**src/rtl/detector_modo_contador.sv**
```systemverilog
// detector_modo_contador
// Watches the value stream of the mode-configurable counter and recovers its
// operating mode (up/down by 1 or 3, frozen, saturated) from the difference
// between consecutive valid samples. A mode is reported only after it has been
// seen LOCK_COUNT times in a row. Unclassifiable steps produce an `illegal`
// pulse and restart acquisition.
//
// Optional feature: define DETECTOR_ERR_COUNT_EN to build the saturating
// illegal-delta counter on `err_count`. When it is undefined `err_count` is
// tied to zero.
module detector_modo_contador #(
    parameter int LOCK_COUNT = 3,
    parameter int NBITS_CNT  = 4
) (
    input  logic                 clk_2,
    input  logic                 reset,
    input  logic                 sample_valid,
    input  logic [NBITS_CNT-1:0] count_in,
    output logic [2:0]           mode,
    output logic                 locked,
    output logic                 mode_change,
    output logic                 illegal,
    output logic [NBITS_CNT-1:0] last_delta,
    output logic [7:0]           err_count
);

    // Recovered mode codes, as presented on the `mode` output.
    typedef enum logic [2:0] {
        MODE_NONE      = 3'd0,
        MODE_UP1       = 3'd1,
        MODE_DOWN1     = 3'd2,
        MODE_UP3       = 3'd3,
        MODE_DOWN3     = 3'd4,
        MODE_FROZEN    = 3'd5,
        MODE_SATURATED = 3'd6
    } mode_t;

    typedef enum logic [1:0] {
        ST_IDLE   = 2'd0,
        ST_ACQ    = 2'd1,
        ST_LOCKED = 2'd2
    } state_t;

    // Step values as seen through the wrap-around subtraction.
    localparam logic [NBITS_CNT-1:0] D_ZERO = '0;
    localparam logic [NBITS_CNT-1:0] D_UP1  = NBITS_CNT'(1);
    localparam logic [NBITS_CNT-1:0] D_UP3  = NBITS_CNT'(3);
    localparam logic [NBITS_CNT-1:0] D_DN1  = NBITS_CNT'(-1);
    localparam logic [NBITS_CNT-1:0] D_DN3  = NBITS_CNT'(-3);

    // Extremes of the counter range that mark a stuck-at-limit counter.
    localparam logic [NBITS_CNT-1:0] CNT_MIN = '0;
    localparam logic [NBITS_CNT-1:0] CNT_MAX = '1;

    localparam logic [3:0] LOCK_THR = 4'(LOCK_COUNT);
    localparam logic [3:0] RUN_MAX  = 4'hF;

    state_t                 state_reg;
    logic [NBITS_CNT-1:0]   prev_reg;
    mode_t                  cand_reg;
    logic [3:0]             run_cnt_reg;
    mode_t                  mode_reg;
    logic                   locked_reg;
    logic                   mode_change_reg;
    logic                   illegal_reg;
    logic [NBITS_CNT-1:0]   last_delta_reg;

    logic [NBITS_CNT-1:0]   delta;
    logic                   class_legal;
    mode_t                  class_mode;
    logic [3:0]             run_inc;

    // Classify the step between the incoming sample and the previous one.
    always_comb begin
        delta       = count_in - prev_reg;
        class_legal = 1'b1;
        class_mode  = MODE_NONE;
        if (delta == D_UP1) begin
            class_mode = MODE_UP1;
        end else if (delta == D_DN1) begin
            class_mode = MODE_DOWN1;
        end else if (delta == D_UP3) begin
            class_mode = MODE_UP3;
        end else if (delta == D_DN3) begin
            class_mode = MODE_DOWN3;
        end else if (delta == D_ZERO) begin
            // A counter parked at either end of its range is saturated,
            // anywhere else it is simply frozen.
            if (count_in == CNT_MIN || count_in == CNT_MAX) begin
                class_mode = MODE_SATURATED;
            end else begin
                class_mode = MODE_FROZEN;
            end
        end else begin
            class_legal = 1'b0;
        end
    end

    // Run length of the candidate class; sticks at 15 instead of wrapping.
    always_comb begin
        run_inc = (run_cnt_reg == RUN_MAX) ? RUN_MAX : run_cnt_reg + 4'd1;
    end

    // Acquisition / lock state machine with registered indications.
    always_ff @(posedge clk_2 or posedge reset) begin
        if (reset) begin
            state_reg       <= ST_IDLE;
            prev_reg        <= '0;
            cand_reg        <= MODE_NONE;
            run_cnt_reg     <= 4'd0;
            mode_reg        <= MODE_NONE;
            locked_reg      <= 1'b0;
            mode_change_reg <= 1'b0;
            illegal_reg     <= 1'b0;
            last_delta_reg  <= '0;
        end else begin
            mode_change_reg <= 1'b0;
            illegal_reg     <= 1'b0;
            if (sample_valid) begin
                prev_reg       <= count_in;
                last_delta_reg <= delta;
                if (state_reg == ST_IDLE) begin
                    // First sample only seeds the reference value.
                    state_reg   <= ST_ACQ;
                    cand_reg    <= MODE_NONE;
                    run_cnt_reg <= 4'd0;
                    mode_reg    <= MODE_NONE;
                    locked_reg  <= 1'b0;
                end else if (!class_legal) begin
                    // Any unrecognised step throws away what was learned.
                    illegal_reg <= 1'b1;
                    state_reg   <= ST_ACQ;
                    cand_reg    <= MODE_NONE;
                    run_cnt_reg <= 4'd0;
                    mode_reg    <= MODE_NONE;
                    locked_reg  <= 1'b0;
                end else if (state_reg == ST_LOCKED) begin
                    // While locked the candidate is the reported mode.
                    if (class_mode != cand_reg) begin
                        mode_change_reg <= 1'b1;
                        state_reg       <= ST_ACQ;
                        cand_reg        <= class_mode;
                        run_cnt_reg     <= 4'd1;
                        mode_reg        <= MODE_NONE;
                        locked_reg      <= 1'b0;
                    end
                end else begin
                    if (class_mode == cand_reg) begin
                        run_cnt_reg <= run_inc;
                        if (run_inc >= LOCK_THR) begin
                            state_reg  <= ST_LOCKED;
                            mode_reg   <= cand_reg;
                            locked_reg <= 1'b1;
                        end
                    end else begin
                        cand_reg    <= class_mode;
                        run_cnt_reg <= 4'd1;
                        if (LOCK_THR == 4'd1) begin
                            state_reg  <= ST_LOCKED;
                            mode_reg   <= class_mode;
                            locked_reg <= 1'b1;
                        end
                    end
                end
            end
        end
    end

`ifdef DETECTOR_ERR_COUNT_EN
    logic [7:0] err_count_reg;

    // Count illegal deltas, holding at 255 once full.
    always_ff @(posedge clk_2 or posedge reset) begin
        if (reset) begin
            err_count_reg <= 8'd0;
        end else if (sample_valid && state_reg != ST_IDLE && !class_legal
                     && err_count_reg != 8'hFF) begin
            err_count_reg <= err_count_reg + 8'd1;
        end
    end

    assign err_count = err_count_reg;
`else
    assign err_count = 8'd0;
`endif

    assign mode        = mode_reg;
    assign locked      = locked_reg;
    assign mode_change = mode_change_reg;
    assign illegal     = illegal_reg;
    assign last_delta  = last_delta_reg;

endmodule

```
**config.mk**
```make
export PLATFORM = sky130hd
export DESIGN_NAME = detector_modo_contador
export DESIGN_NICKNAME = d
export VERILOG_FILES = /design/src/rtl/detector_modo_contador.sv
export SDC_FILE = /design/constraint.sdc
export NUM_CORES = 1
export LEC_CHECK = 0
export CELL_PAD_IN_SITES_DETAIL_PLACEMENT = 1
export CELL_PAD_IN_SITES_GLOBAL_PLACEMENT = 1
export CORE_ASPECT_RATIO = 0.75
export CORE_MARGIN = 3
export CORE_UTILIZATION = 40
export CTS_CLUSTER_SIZE = 10
export DETAILED_ROUTE_END_ITERATION = 12
export PLACE_DENSITY_LB_ADDON = 0.1
export SLEW_MARGIN = 10
export SYNTH_ARGS = -nofsm -noshare
export SYNTH_HDL_FRONTEND = slang
export SYNTH_SLANG_ARGS = --single-unit
```
**constraint.sdc**
```tcl
create_clock -name clk_2 -period 3.9 [get_ports clk_2]
set_input_delay 0.78 -clock clk_2 [delete_from_list [all_inputs] [get_ports clk_2]]
set_output_delay 0.78 -clock clk_2 [all_outputs]
set_load 0.01 [all_outputs]
```
* Word-level counts from Yosys, hierarchy flattened
Index checks and enable logic that the tools add are counted.
** Word-level totals
- Bits in registers :: 23
- Latch bits :: 0
- Memory bits (writable) :: 0
- ROM bits :: 0
- Bits of input ports :: 7
- Output and inout port bits :: 18
- Logic and storage cells :: 80
- Memories kept :: 0
** Cells by class
- $add $sub $neg :: 2
- Multipliers :: 0
- Divide/modulo/power cells :: 0
- $lt $le $gt $ge :: 1
- Eq/ne operators :: 13
- Shifts and indexed selects :: 0
- Mux-type cells :: 48
- Bitwise gates (word level) :: 0
- Reductions and logical operators :: 7
** Operators with widths (count)
- 3-bit two-way mux :: 16
- 4-bit two-way mux :: 6
- 1-bit two-way mux :: 19
- 4-bit == test (second input constant) :: 4
- 2-bit two-way mux :: 7
- 4-bit zero test :: 2
- 4-bit by 1-bit != test with 1-bit output (second input constant) :: 2
- 4-bit by 1-bit adder with 4-bit output (second input constant) :: 1
- 4-bit by 1-bit == test with 1-bit output (second input constant) :: 1
- 4-bit by 2-bit == test with 1-bit output (second input constant) :: 1
- 4-bit by 2-bit >= comparator with 1-bit output (second input constant) :: 1
- 4-bit by 3-bit != test with 1-bit output (second input constant) :: 1
- 4-bit != test (second input constant) :: 1
- 4-bit AND reduction :: 1
- 4-bit subtractor :: 1
- 3-bit == test :: 1
- 3-bit != test :: 1
- 3-bit AND reduction :: 1
- 2-bit == test (second input constant) :: 1
- 2-bit zero test :: 1
- 2-bit AND reduction :: 1
- 1-bit logical OR :: 1

* Logic depth before layout (Yosys ltp)
Gate-level depths: netlist of run 1.
- Word-level depth :: 14
- Depth in mapped cells :: 12
- Gate-level depth less buffers :: 11

* Worst setup path after synthesis of run 1
Ideal clock, no wire load.
- Kind :: input-to-reg
- Start :: input count_in[0]
- End :: register run_cnt_reg[1]
- Setup time :: 0.125 ns
- Data arrival time :: 3.079 ns
- Setup slack :: 0.695 ns
- Stages :: 11
- Path buffers :: 0
- Cell sequence :: inv_1 ha_1 inv_1 fa_1 nor2b_1 o21ai_0 a221oi_2 nor3_1 o211a_2 a21boi_4 mux2_4
** Between the ends
- Elaborated cells on any way between the ends :: 28
- Classes of those cells :: add/sub (1); eq/ne (8); mux (15); reduce/logical (4)
** RTL lines
- from (decl) :: RTL line 18 : input logic [NBITS_CNT-1:0] count_in,
- 4-bit subtractor * :: RTL line 75 : delta = count_in - prev_reg;
- net delta[1] :: RTL line 68 : logic [NBITS_CNT-1:0] delta;
- 4-bit zero test :: RTL line 86 : end else if (delta == D_ZERO) begin
- 3-bit two-way mux :: RTL line 86
- 3-bit two-way mux :: RTL line 84 : end else if (delta == D_DN3) begin
- 3-bit two-way mux :: RTL line 82 : end else if (delta == D_UP3) begin
- 3-bit two-way mux :: RTL line 80 : end else if (delta == D_DN1) begin
- 3-bit two-way mux :: RTL line 78 : if (delta == D_UP1) begin
- 3-bit == test :: RTL line 148 : if (class_mode == cand_reg) begin
- 4-bit two-way mux :: RTL line 148
- 4-bit two-way mux :: RTL line 137 : end else if (state_reg == ST_LOCKED) begin
- 4-bit two-way mux :: RTL line 129 : end else if (!class_legal) begin
- 4-bit two-way mux :: RTL line 122 : if (state_reg == ST_IDLE) begin
- to (signal assigned) :: RTL line 149 : run_cnt_reg <= run_inc;
- to (decl) :: RTL line 61 : logic [3:0] run_cnt_reg;
The timed path passes the listed nets; every way through them passes the cells marked *.
A chain may end at the register's enable or synchronous reset.

* Worst setup path after layout of run 1
Same ends and word-level chain as after synthesis.

==> results.json, run 1 <==
{
  "status": "finished, final reports clean",
  "dr_total_vias": 1289,
  "path_cells": "clkdlybuf4s50_1 > inv_1 > ha_1 > inv_1 > fa_1 > nor2b_1 > o21ai_0 > a221oi_2 > nor3_1 > o211a_2 > a21boi_4 > mux2_4",
  "synth_warnings": 0,
  "drt_wl_total_um": 4000,
  "ant_nets": 0,
  "min_delay_path_depth": 1,
  "synthTopCellsByCount": "22 x dfrtp_1, 14 x inv_1, 11 x nand2_1, 9 x nand3_1, 9 x nor2_1",
  "area_delta_synth_final_pct": 18.1,
  "critical-path-max-stage-delay_ps": 510,
  "dp_slack_ps": -73.3,
  "cts_buffers": 3,
  "die_width_um": 77.4,
  "ys_async_sr_fraction": 1.00,
  "power_per_cell_area_mw_per_mm2": 528,
  "cts_tree": "done",
  "fmax_ghz": 0.271,
  "r2r_cells": 10,
  "synth_cells": 160,
  "antenna_found_initial": 0,
  "die_h_um": 59.6,
  "multi_input_area_um2": 865,
  "insertion_delay_ps": 250,
  "post_cts_resized": 0,
  "crit_family": "compound AO/OA/AOI/OAI gates",
  "maxCapViolations": 0,
  "dp_hpwl_um": 3100,
  "synthesis.area_mm2": 0.00153,
  "hp-class": "reg -> reg",
  "avgRoutedWirePerCell_um": 17.2,
  "route.met3.wl_um": 181,
  "skew_ps": 1.23,
  "grt_overflow": 0,
  "top_layer": "met4",
  "synthTopCellsByArea": "dfrtp_1 36%, buf_4 3.9%, inv_1 3.4%",
  "yosys.cell_count.top_type": "dfrtp_1",
  "worstReg2RegEnd": "run_cnt_reg[1]$_DFFE_PP0P_",
  "clk_path_buf_depth": 2,
  "synth_seq_cells": 22,
  "regToRegSetupSlack_ps": 940,
  "min_from": "prev_reg[0]$_DFFE_PP0P_",
  "gp_congestion": 0.864,
  "grt.total_usage": 0.184,
  "dieArea_mm2": 0.00461,
  "drv_slew": 0,
  "critPathLaunchType": "input pin",
  "cp_slowest_cell": "clkdlybuf4s50_1",
  "period_minus_slack_ps": 3690,
  "fillers": 429,
  "yosysUniqueCellTypes": 50,
  "path_class": "in -> reg",
  "first_iter_violations": 100,
  "start_util": 0.441,
  "coreArea_mm2": 0.00347,
  "seq_area_um2": 551,
  "io_pins": 25,
  "timing.rr.start": "prev_reg[0]$_DFFE_PP0P_",
  "drcViolationCount": 0,
  "ys_seq_area_frac": 0.360,
  "fin_cells": 233,
  "period_share": 0.945,
  "cp_common_cell": "inv_1",
  "crit_cells": 12,
  "first_global_vias": 1340,
  "synth_edf_count": 0,
  "relSlewSlack": 0.442,
  "peakVddDrop_mv": 0.296,
  "dr.pass1.iters": 4,
  "yosysTopAreaCell": "dfrtp_1",
  "p_leak_nw": 0.747,
  "synth_top_area_frac": 0.360,
  "cp.required_ps": 4040,
  "rows": 18,
  "synthFlopType": "dfrtp_1",
  "setup_ws_ps": 215,
  "cp-end-kind": "register",
  "vias_per_cell": 5.53,
  "cts.sink_count": 22,
  "fin_nets": 197,
  "cts-htree-levels": 1,
  "avgSynthCellArea_um2": 9.56,
  "wl_met2_um": 1760,
  "setup_viol": 0,
  "clock-root-buffer": "clkbuf_8",
  "path_max_fanout": 4,
  "rsz0062_at_grt": "no",
  "wl_met1_um": 2050,
  "place.detailed.instances": 227,
  "layout-drive-gt1-share": 0.153,
  "hold_violations": 0,
  "portBuffers": 16,
  "grt_pass1_wl_um": 6700,
  "grt_max_degree": 23,
  "cp.arrival_ps": 3830,
  "cp_num_buf_inv": 3,
  "hold_end": "prev_reg[0]$_DFFE_PP0P_",
  "cts.reportedPaths.clkPinSlew_ps": 70,
  "worst_pin_slew_ps": 836,
  "diodes": 0
}
## area by class of cell
cell class | count | area share
clock buffer | 3 | 0.0229
inverter | 14 | 0.0291
tap | 50 | 0.0346
multi-input combinational | 118 | 0.479
timing repair buffer | 26 | 0.130
sequential | 22 | 0.305
## layout by cell type (no fill, tap or decap), drive strengths merged, types with 2 or more instances in the layout
master | synthesis | layout
a2bb2oi | 2 | 2
nor4 | 2 | 2
xor2 | 2 | 2
o21a | 3 | 3
nor3 | 5 | 5
buf | 11 | 10
o32ai | 4 | 4
nand2b | 3 | 3
ha | 4 | 4
o2111ai | 5 | 5
a21oi | 8 | 8
xnor2 | 2 | 2
inv | 14 | 14
nand3 | 9 | 9
conb | 1 | 8
clkbuf | 2 | 3
nor2 | 9 | 9
nand2 | 11 | 11
dfrtp | 22 | 22
mux2 | 4 | 4
clkdlybuf4s50 | 0 | 16
nand4 | 2 | 2
o211ai | 5 | 5
o21ai | 10 | 10
## repair_timing
action / 4_1_cts / 5_1_grt
buffers inserted: 0 / 3
hold buffers: 0 / 0
endpoints found under the setup margin: 0 / 1
## power breakdown
| part | leakage [nW] | internal, mW | switching, mW | total, mW |
|---|---|---|---|---|
| sequential | 0.281 | 0.273 | 0.0497 | 0.323 |
| combinational | 0.445 | 0.208 | 0.290 | 0.498 |
| clock | 0.0216 | 0.0687 | 0.0644 | 0.133 |
| total | 0.747 | 0.551 | 0.404 | 0.954 |
## logic make-up after synthesis
group / synth area share
and+or+nand+nor: 0.162
AOI/OAI and AO/OA: 0.252
buffers and inverters: 0.0924
DFF: 0.360
adders and majority gates: 0.0458
xor gates and xnor gates: 0.0474
muxes: 0.0384
other: 0.00245
## per-stage QoR
step	hold slack, ps	total power, mW	TNS, ps	area (µm²)	utilization
floorplan	485	0.659	0	1560	-
global placement	493	0.789	0	1740	0.503
detailed placement	504	0.808	-73.3	1740	0.503
CTS	527	0.952	0	1780	0.514
global route	550	1.02	0	1810	0.521
finish	518	0.954	0	1810	0.521
## how the worst max path moves through the flow
stage	startpoint	end
final	count_in[0]	run_cnt_reg[1]$_DFFE_PP0P_
after CTS	count_in[0]	run_cnt_reg[1]$_DFFE_PP0P_
after global routing	count_in[0]	cand_reg[1]$_DFFE_PP0P_
after global placement	count_in[0]	run_cnt_reg[1]$_DFFE_PP0P_
after floorplan	count_in[0]	run_cnt_reg[1]$_DFFE_PP0P_
after detailed placement	count_in[0]	run_cnt_reg[1]$_DFFE_PP0P_
## layer usage
| layer | track usage | vias to the layer above |
|---|---|---|
| met3 | 0.0365 | 2 |
| met1 | 0.267 | 639 |
| li1 | - | 617 |
| met2 | 0.296 | 31 |
| met4 | 0.0152 | 0 |
| met5 | 0 | - |
(Power assumes the default switching activity.)
==> run 2, diff against run 1 <==
--- a/config.mk
+++ b/config.mk
@@ -10,6 +10,7 @@
 export CORE_ASPECT_RATIO = 0.75
 export CORE_MARGIN = 3
 export CORE_UTILIZATION = 40
+export CTS_BUF_LIST = sky130_fd_sc_hd__clkbuf_4 sky130_fd_sc_hd__clkbuf_8 sky130_fd_sc_hd__clkbuf_16
 export CTS_CLUSTER_SIZE = 10
 export DETAILED_ROUTE_END_ITERATION = 12
 export PLACE_DENSITY_LB_ADDON = 0.1
==> results of run 2 <==
The final DEF is identical to that of run 1; final timing and power are the same.
